### config.mk
export PLATFORM = sky130hd
export DESIGN_NAME = to_vga
export DESIGN_NICKNAME = d
export VERILOG_FILES = /design/src/rtl/to_vga.sv
export SDC_FILE = /design/constraint.sdc
export NUM_CORES = 1
export LEC_CHECK = 0
export ABC_CLOCK_PERIOD_IN_PS = 2200
export CAP_MARGIN = 20
export CORE_UTILIZATION = 30
export CTS_CLUSTER_DIAMETER = 100
export CTS_CLUSTER_SIZE = 8
export DETAILED_ROUTE_END_ITERATION = 10
export GPL_TIMING_DRIVEN = 0
export PLACE_DENSITY_LB_ADDON = 0.05
export SYNTH_ARGS = -nofsm -noshare
export SYNTH_HDL_FRONTEND = slang
export SYNTH_SLANG_ARGS = --single-unit
### constraint.sdc
create_clock -name clk -period 2.2 [get_ports clk]
set_input_delay 0.44 -clock clk [delete_from_list [all_inputs] [get_ports clk]]
set_output_delay 0.44 -clock clk [all_outputs]
set_load 0.02 [all_outputs]
### src/rtl/to_vga.sv
// to_vga: 640x480@60 VGA timing generator with registered, blanked colour output.
module to_vga #(
    parameter int COLOR_W   = 2,
    parameter int H_VISIBLE = 640,
    parameter int H_FRONT   = 16,
    parameter int H_SYNC    = 96,
    parameter int H_BACK    = 48,
    parameter int V_VISIBLE = 480,
    parameter int V_FRONT   = 10,
    parameter int V_SYNC    = 2,
    parameter int V_BACK    = 33
) (
    input  logic               clk,
    input  logic               reset,
    input  logic [COLOR_W-1:0] r,
    input  logic [COLOR_W-1:0] g,
    input  logic [COLOR_W-1:0] b,
    output logic               hsync,
    output logic               vsync,
    output logic [COLOR_W-1:0] rout,
    output logic [COLOR_W-1:0] gout,
    output logic [COLOR_W-1:0] bout,
    output logic [9:0]         x,
    output logic [9:0]         y,
    output logic               visible
);
    localparam logic [9:0] H_VIS  = 10'(H_VISIBLE);
    localparam logic [9:0] H_LAST = 10'(H_VISIBLE + H_FRONT + H_SYNC + H_BACK - 1);
    localparam logic [9:0] HS_ON  = 10'(H_VISIBLE + H_FRONT);
    localparam logic [9:0] HS_OFF = 10'(H_VISIBLE + H_FRONT + H_SYNC);
    localparam logic [9:0] V_VIS  = 10'(V_VISIBLE);
    localparam logic [9:0] V_LAST = 10'(V_VISIBLE + V_FRONT + V_SYNC + V_BACK - 1);
    localparam logic [9:0] VS_ON  = 10'(V_VISIBLE + V_FRONT);
    localparam logic [9:0] VS_OFF = 10'(V_VISIBLE + V_FRONT + V_SYNC);

    assign visible = (x < H_VIS) && (y < V_VIS);

    // Sync and colour are registered from the same sample so they stay aligned.
    always_ff @(posedge clk) begin
        if (reset) begin
            x     <= '0;
            y     <= '0;
            hsync <= 1'b1;
            vsync <= 1'b1;
            rout  <= '0;
            gout  <= '0;
            bout  <= '0;
        end else begin
            x     <= (x == H_LAST) ? '0 : x + 10'd1;
            y     <= (x != H_LAST) ? y : (y == V_LAST) ? '0 : y + 10'd1;
            hsync <= !((x >= HS_ON) && (x < HS_OFF));
            vsync <= !((y >= VS_ON) && (y < VS_OFF));
            rout  <= visible ? r : '0;
            gout  <= visible ? g : '0;
            bout  <= visible ? b : '0;
        end
    end
endmodule

=== Yosys cells after proc, flatten, opt, wreduce, memory -nomap -nowiden ===
Cells that the tools add are included.

* Add/subtract/negate cells: 2
* Magnitude comparators: 6
* Equal/unequal tests: 3
* Muxes and demuxes: 1
* Bitwise gates (word level): 1
* Reductions and logical operators: 7

{| class="wikitable"
|+ Operators with widths
! operator !! count
|-
| $add A10 B1 Y10 const B || 2
|-
| $eq A10 B10 Y1 const B || 2
|-
| $lt A10 B10 Y1 const B || 2
|-
| $lt A10 B9 Y1 const B || 2
|-
| $ge A10 B10 Y1 const B || 1
|-
| $ge A10 B9 Y1 const B || 1
|-
| $mux W10 || 1
|-
| $ne A10 B10 Y1 const B || 1
|-
| $reduce_or A2 Y1 || 2
|-
| $logic_and A1 B1 Y1 || 3
|-
| $logic_not A1 Y1 || 2
|-
| $not A1 Y1 || 1
|}

* Register bits after elaboration: 28
* Input bits: 8
* Output and inout bits: 29
* Logic and storage cells: 27

=== Depth between registers and ports, before layout ===
* Depth in word-level cells: 4
* Depth in mapped cells: 6
* Mapped depth without buffers: 6

=== Least setup slack after synthesis ===
No wires, ideal clock.

* Kind: register to register
* Start: register x[0]
* End: register y[7]
* Setup time: 0.070 ns
* Arrival time: 2.002 ns
* Data required time: 2.130 ns
* Path slack: 0.128 ns
* Stages on the path, launching flop included: 6
* Buffers on the path: 0
* Cell sequence: dfxtp_1 -> ha_1 -> nand4_4 -> or4_4 -> or3_1 -> a21oi_1

* Word-level cells in the longest chain between the ends: 1

{| class="wikitable"
|+ Ends and longest elaborated chain
! element !! RTL line !! RTL
|-
| start: declaration || 23 || <nowiki>output logic [9:0] x,</nowiki>
|-
| start signal: assignment || 49 || <nowiki>x <= (x == H_LAST) ? '0 : x + 10'd1;</nowiki>
|-
| $ne A10 B10 Y1 || 50 || <nowiki>y <= (x != H_LAST) ? y : (y == V_LAST) ? '0 : y + 10'd1;</nowiki>
|-
| end signal: assignment || 50 ||
|-
| end: declaration || 24 || <nowiki>output logic [9:0] y,</nowiki>
|}

Every way passes these cells.
A chain may end at the register's enable or synchronous reset.

=== Final worst setup path ===
Ends and elaborated chain as after synthesis.

==> impl_metrics.env <==
export IMPL_multi_input_area_um2=643
export IMPL_area_growth_pct=40.4
export IMPL_root_buffer="clkbuf_8"
export IMPL_seqCellArea_um2=563
export IMPL_syn_area_mm2=0.00123
export IMPL_cp_slowest_cell="or4_4"
export IMPL_drive_above_1_share=0.0682
export IMPL_min_period_ps=2080
export IMPL_grt_pass1_wl_mm=4.44
export IMPL_die_w_um=66.0
export IMPL_cp_data_arrival_time_ps=2290
export IMPL_place_area_mm2=0.00165
export IMPL_leakage_nw=0.608
export IMPL_worstSetupEndpointType="register"
export IMPL_antenna_cells=0
export IMPL_seq_area_frac_synth=0.456
export IMPL_ant_nets=0
export IMPL_m1WireLength_mm=1.35
export IMPL_post_cts_buffers=0
export IMPL_synth_seq_cells=28
export IMPL_outcome="complete, no violations"
export IMPL_slew_violations=0
export IMPL_syn_inst=136
export IMPL_cts_inserted_buffers=3
export IMPL_setup_slack_ps=123
export IMPL_crit_family="simple AND/OR/NAND/NOR gates"
export IMPL_via_per_inst=4.79
export IMPL_wl_met3_um=138
export IMPL_finClkSkew_ps=3.66
export IMPL_n_fill_cell=399
export IMPL_drc=0
export IMPL_clockBufferDepth=2
export IMPL_fin_hold_ws_ps=512
export IMPL_antenna_found_initial=0
export IMPL_port_buffers=36
export IMPL_tightest_slew_ps=524
export IMPL_synth_warnings=0
export IMPL_cts_tree="built"
export IMPL_vdd_drop_max_v=0.000227
export IMPL_pin_count=37
export IMPL_ff2ff_setup_slack_ps=120
export IMPL_grt_pass1_vias=947
export IMPL_layoutNonFillerInstCount=224
export IMPL_highest_layer="met4"
export IMPL_power_density_mw_per_mm2=531
export IMPL_final_cell_area_mm2=0.00173
export IMPL_grt_overflow=0
export IMPL_wl_met2_mm=1.20
export IMPL_gp_congestion=0.772
export IMPL_drv_cap=0
export IMPL_place_ws_ps=68.4
export IMPL_die_h_um=66.0
export IMPL_coreArea_mm2=0.00380
export IMPL_required_ps=2410
export IMPL_setup_worst_path_class="reg2reg"
export IMPL_dr_pass1_iters=4
export IMPL_syn_nets=148
export IMPL_placementRows=22
export IMPL_cts_hold_buf=0
export IMPL_crit_chain="ha_2, nand4_4, or4_4, or3_1, a21oi_1"
export IMPL_cp_depth=5
export IMPL_worstSetupEndpoint="y[7]$_SDFFE_PP0N_"
export IMPL_grt_max_degree=16
export IMPL_grt_usage=0.132
export IMPL_fmax_ghz=0.482
export IMPL_reg2reg_to="y[7]$_SDFFE_PP0N_"
export IMPL_syn_avg_cell_area_um2=9.04
export IMPL_clock_sinks=28
export IMPL_start_util=0.324
export IMPL_yosysUniqueCellTypes=28
export IMPL_hp_class="reg2reg"
export IMPL_power_total_mw=0.916
export IMPL_nNetsFinal=189
export IMPL_finalSetupTns_ps=0
export IMPL_period_share=0.944
export IMPL_drt_iter0_drc=27
export IMPL_dpl_hpwl_mm=1.97
export IMPL_cp_start_kind="register"
export IMPL_crit_buf_inv=0
export IMPL_dr_total_vias=1073
export IMPL_insertion_delay_ps=270
export IMPL_placedCellCount=220
export IMPL_hold_violations=0
export IMPL_die_area_mm2=0.00436
export IMPL_clk_pin_slew_ps=90
export IMPL_setup_violations=0
export IMPL_relSlewSlack=0.650
export IMPL_cts_max_level=1
export IMPL_startpoint="x[0]$_SDFF_PP0_"
export IMPL_rsz0062_at_grt="no"
export IMPL_crit_reg2reg_launch="x[0]$_SDFF_PP0_"
export IMPL_drt_wl_total_mm=2.72
export IMPL_wl_per_cell_um=12.2
export IMPL_post_cts_resized=0
export IMPL_critical_path_max_fanout=9
export IMPL_reg2regPathDepth=5
export IMPL_critPathMaxStageDelay_ps=620
export IMPL_fin_util=0.455
==> registers in the layout, summed over array words and instances, names as in the netlist <==
signal  flops
bout        2
gout        2
hsync       1
rout        2
vsync       1
x          10
y          10
==> cell usage in the layout (no fill, tap or decap), types with 2 or more instances in the layout <==
master | netlist | routed
xor2_1 | 4 | 4
inv_1 | 9 | 9
nand2_1 | 7 | 7
clkdlybuf4s50_1 | 0 | 36
xnor2_1 | 9 | 9
nand3_1 | 9 | 9
or3_1 | 3 | 3
ha_1 | 4 | 3
dfxtp_1 | 28 | 26
o21ai_0 | 3 | 3
nor3_1 | 5 | 4
nor4_1 | 6 | 6
nand4bb_1 | 3 | 3
nor2_1 | 19 | 19
nand4_1 | 3 | 3
a21oi_1 | 4 | 4
clkbuf_1 | 3 | 3
dfxtp_2 | 0 | 2
clkbuf_8 | 0 | 4
and2_1 | 6 | 6
==> layer usage <==
| layer | vias up | GRT usage |
|---|---|---|
| met4 | 0 | 0.0559 |
| met1 | 495 | 0.179 |
| li1 | 550 | - |
| met3 | 4 | 0.0241 |
| met5 | - | 0 |
| met2 | 24 | 0.204 |
==> Yosys cell counts <==
| master | n | area, um^2 |
|---|---|---|
| xnor2_1 | 9 | 78.8 |
| or2_2 | 1 | 6.26 |
| nand4_1 | 3 | 18.8 |
| dfxtp_1 | 28 | 561 |
| mux2i_1 | 1 | 10.0 |
| nand3_1 | 9 | 45.0 |
| o21ai_0 | 3 | 15.0 |
| or4_1 | 1 | 7.51 |
| xor2_1 | 4 | 35.0 |
| o31ai_1 | 1 | 7.51 |
| o41ai_2 | 1 | 16.3 |
| nor2_1 | 19 | 71.3 |
| nor3b_1 | 1 | 7.51 |
| ha_1 | 4 | 50.1 |
| clkbuf_1 | 3 | 11.3 |
| inv_1 | 9 | 33.8 |
| nand4_4 | 1 | 21.3 |
| and2_1 | 6 | 37.5 |
| or4_4 | 1 | 11.3 |
| a21oi_1 | 4 | 20.0 |
| nor3_1 | 5 | 25.0 |
| nand2b_1 | 1 | 6.26 |
| nand4bb_1 | 3 | 33.8 |
| nand4b_1 | 1 | 8.76 |
| nor4_1 | 6 | 37.5 |
| nand2_1 | 7 | 26.3 |
| nor4b_1 | 1 | 8.76 |
| or3_1 | 3 | 18.8 |
==> power by group <==
group          switching [mW]  internal (mW)  total [mW]
clock                   0.157          0.160       0.317
sequential            0.00865          0.517       0.526
combinational          0.0346         0.0388      0.0734
==> final cells by class <==
cell class | count | area share
multi-input combinational | 96 | 0.372
sequential | 28 | 0.326
timing repair buffer | 36 | 0.209
tap | 48 | 0.0348
clock buffer | 4 | 0.0319
inverter | 9 | 0.0196
buffer | 3 | 0.00652
==> cell families (layout without fill, tap and decap cells) <==
| kind of cell | Yosys count | in the layout | share of synthesized area |
|---|---|---|---|
| muxes | 1 | 1 | 0.00814 |
| AOI/OAI and AO/OA | 9 | 9 | 0.0478 |
| DFF | 28 | 28 | 0.456 |
| xor gates and xnor gates | 13 | 13 | 0.0926 |
| adders and majority gates | 4 | 4 | 0.0407 |
| and+or+nand+nor | 69 | 69 | 0.318 |
| buffers and inverters | 12 | 52 | 0.0366 |
==> how the worst min path moves through the flow <==
stage	from	end	slack (ps)	cells past startpoint
after global routing	x[0]$_SDFF_PP0_	x[0]$_SDFF_PP0_	530	1
after global placement	x[0]$_SDFF_PP0_	x[0]$_SDFF_PP0_	480	1
after floorplan	x[0]$_SDFF_PP0_	x[0]$_SDFF_PP0_	540	1
final	x[0]$_SDFF_PP0_	x[0]$_SDFF_PP0_	510	1
after CTS	x[0]$_SDFF_PP0_	x[0]$_SDFF_PP0_	500	1
after detailed placement	x[0]$_SDFF_PP0_	x[0]$_SDFF_PP0_	480	1
Power figures use the tool's default switching activity.
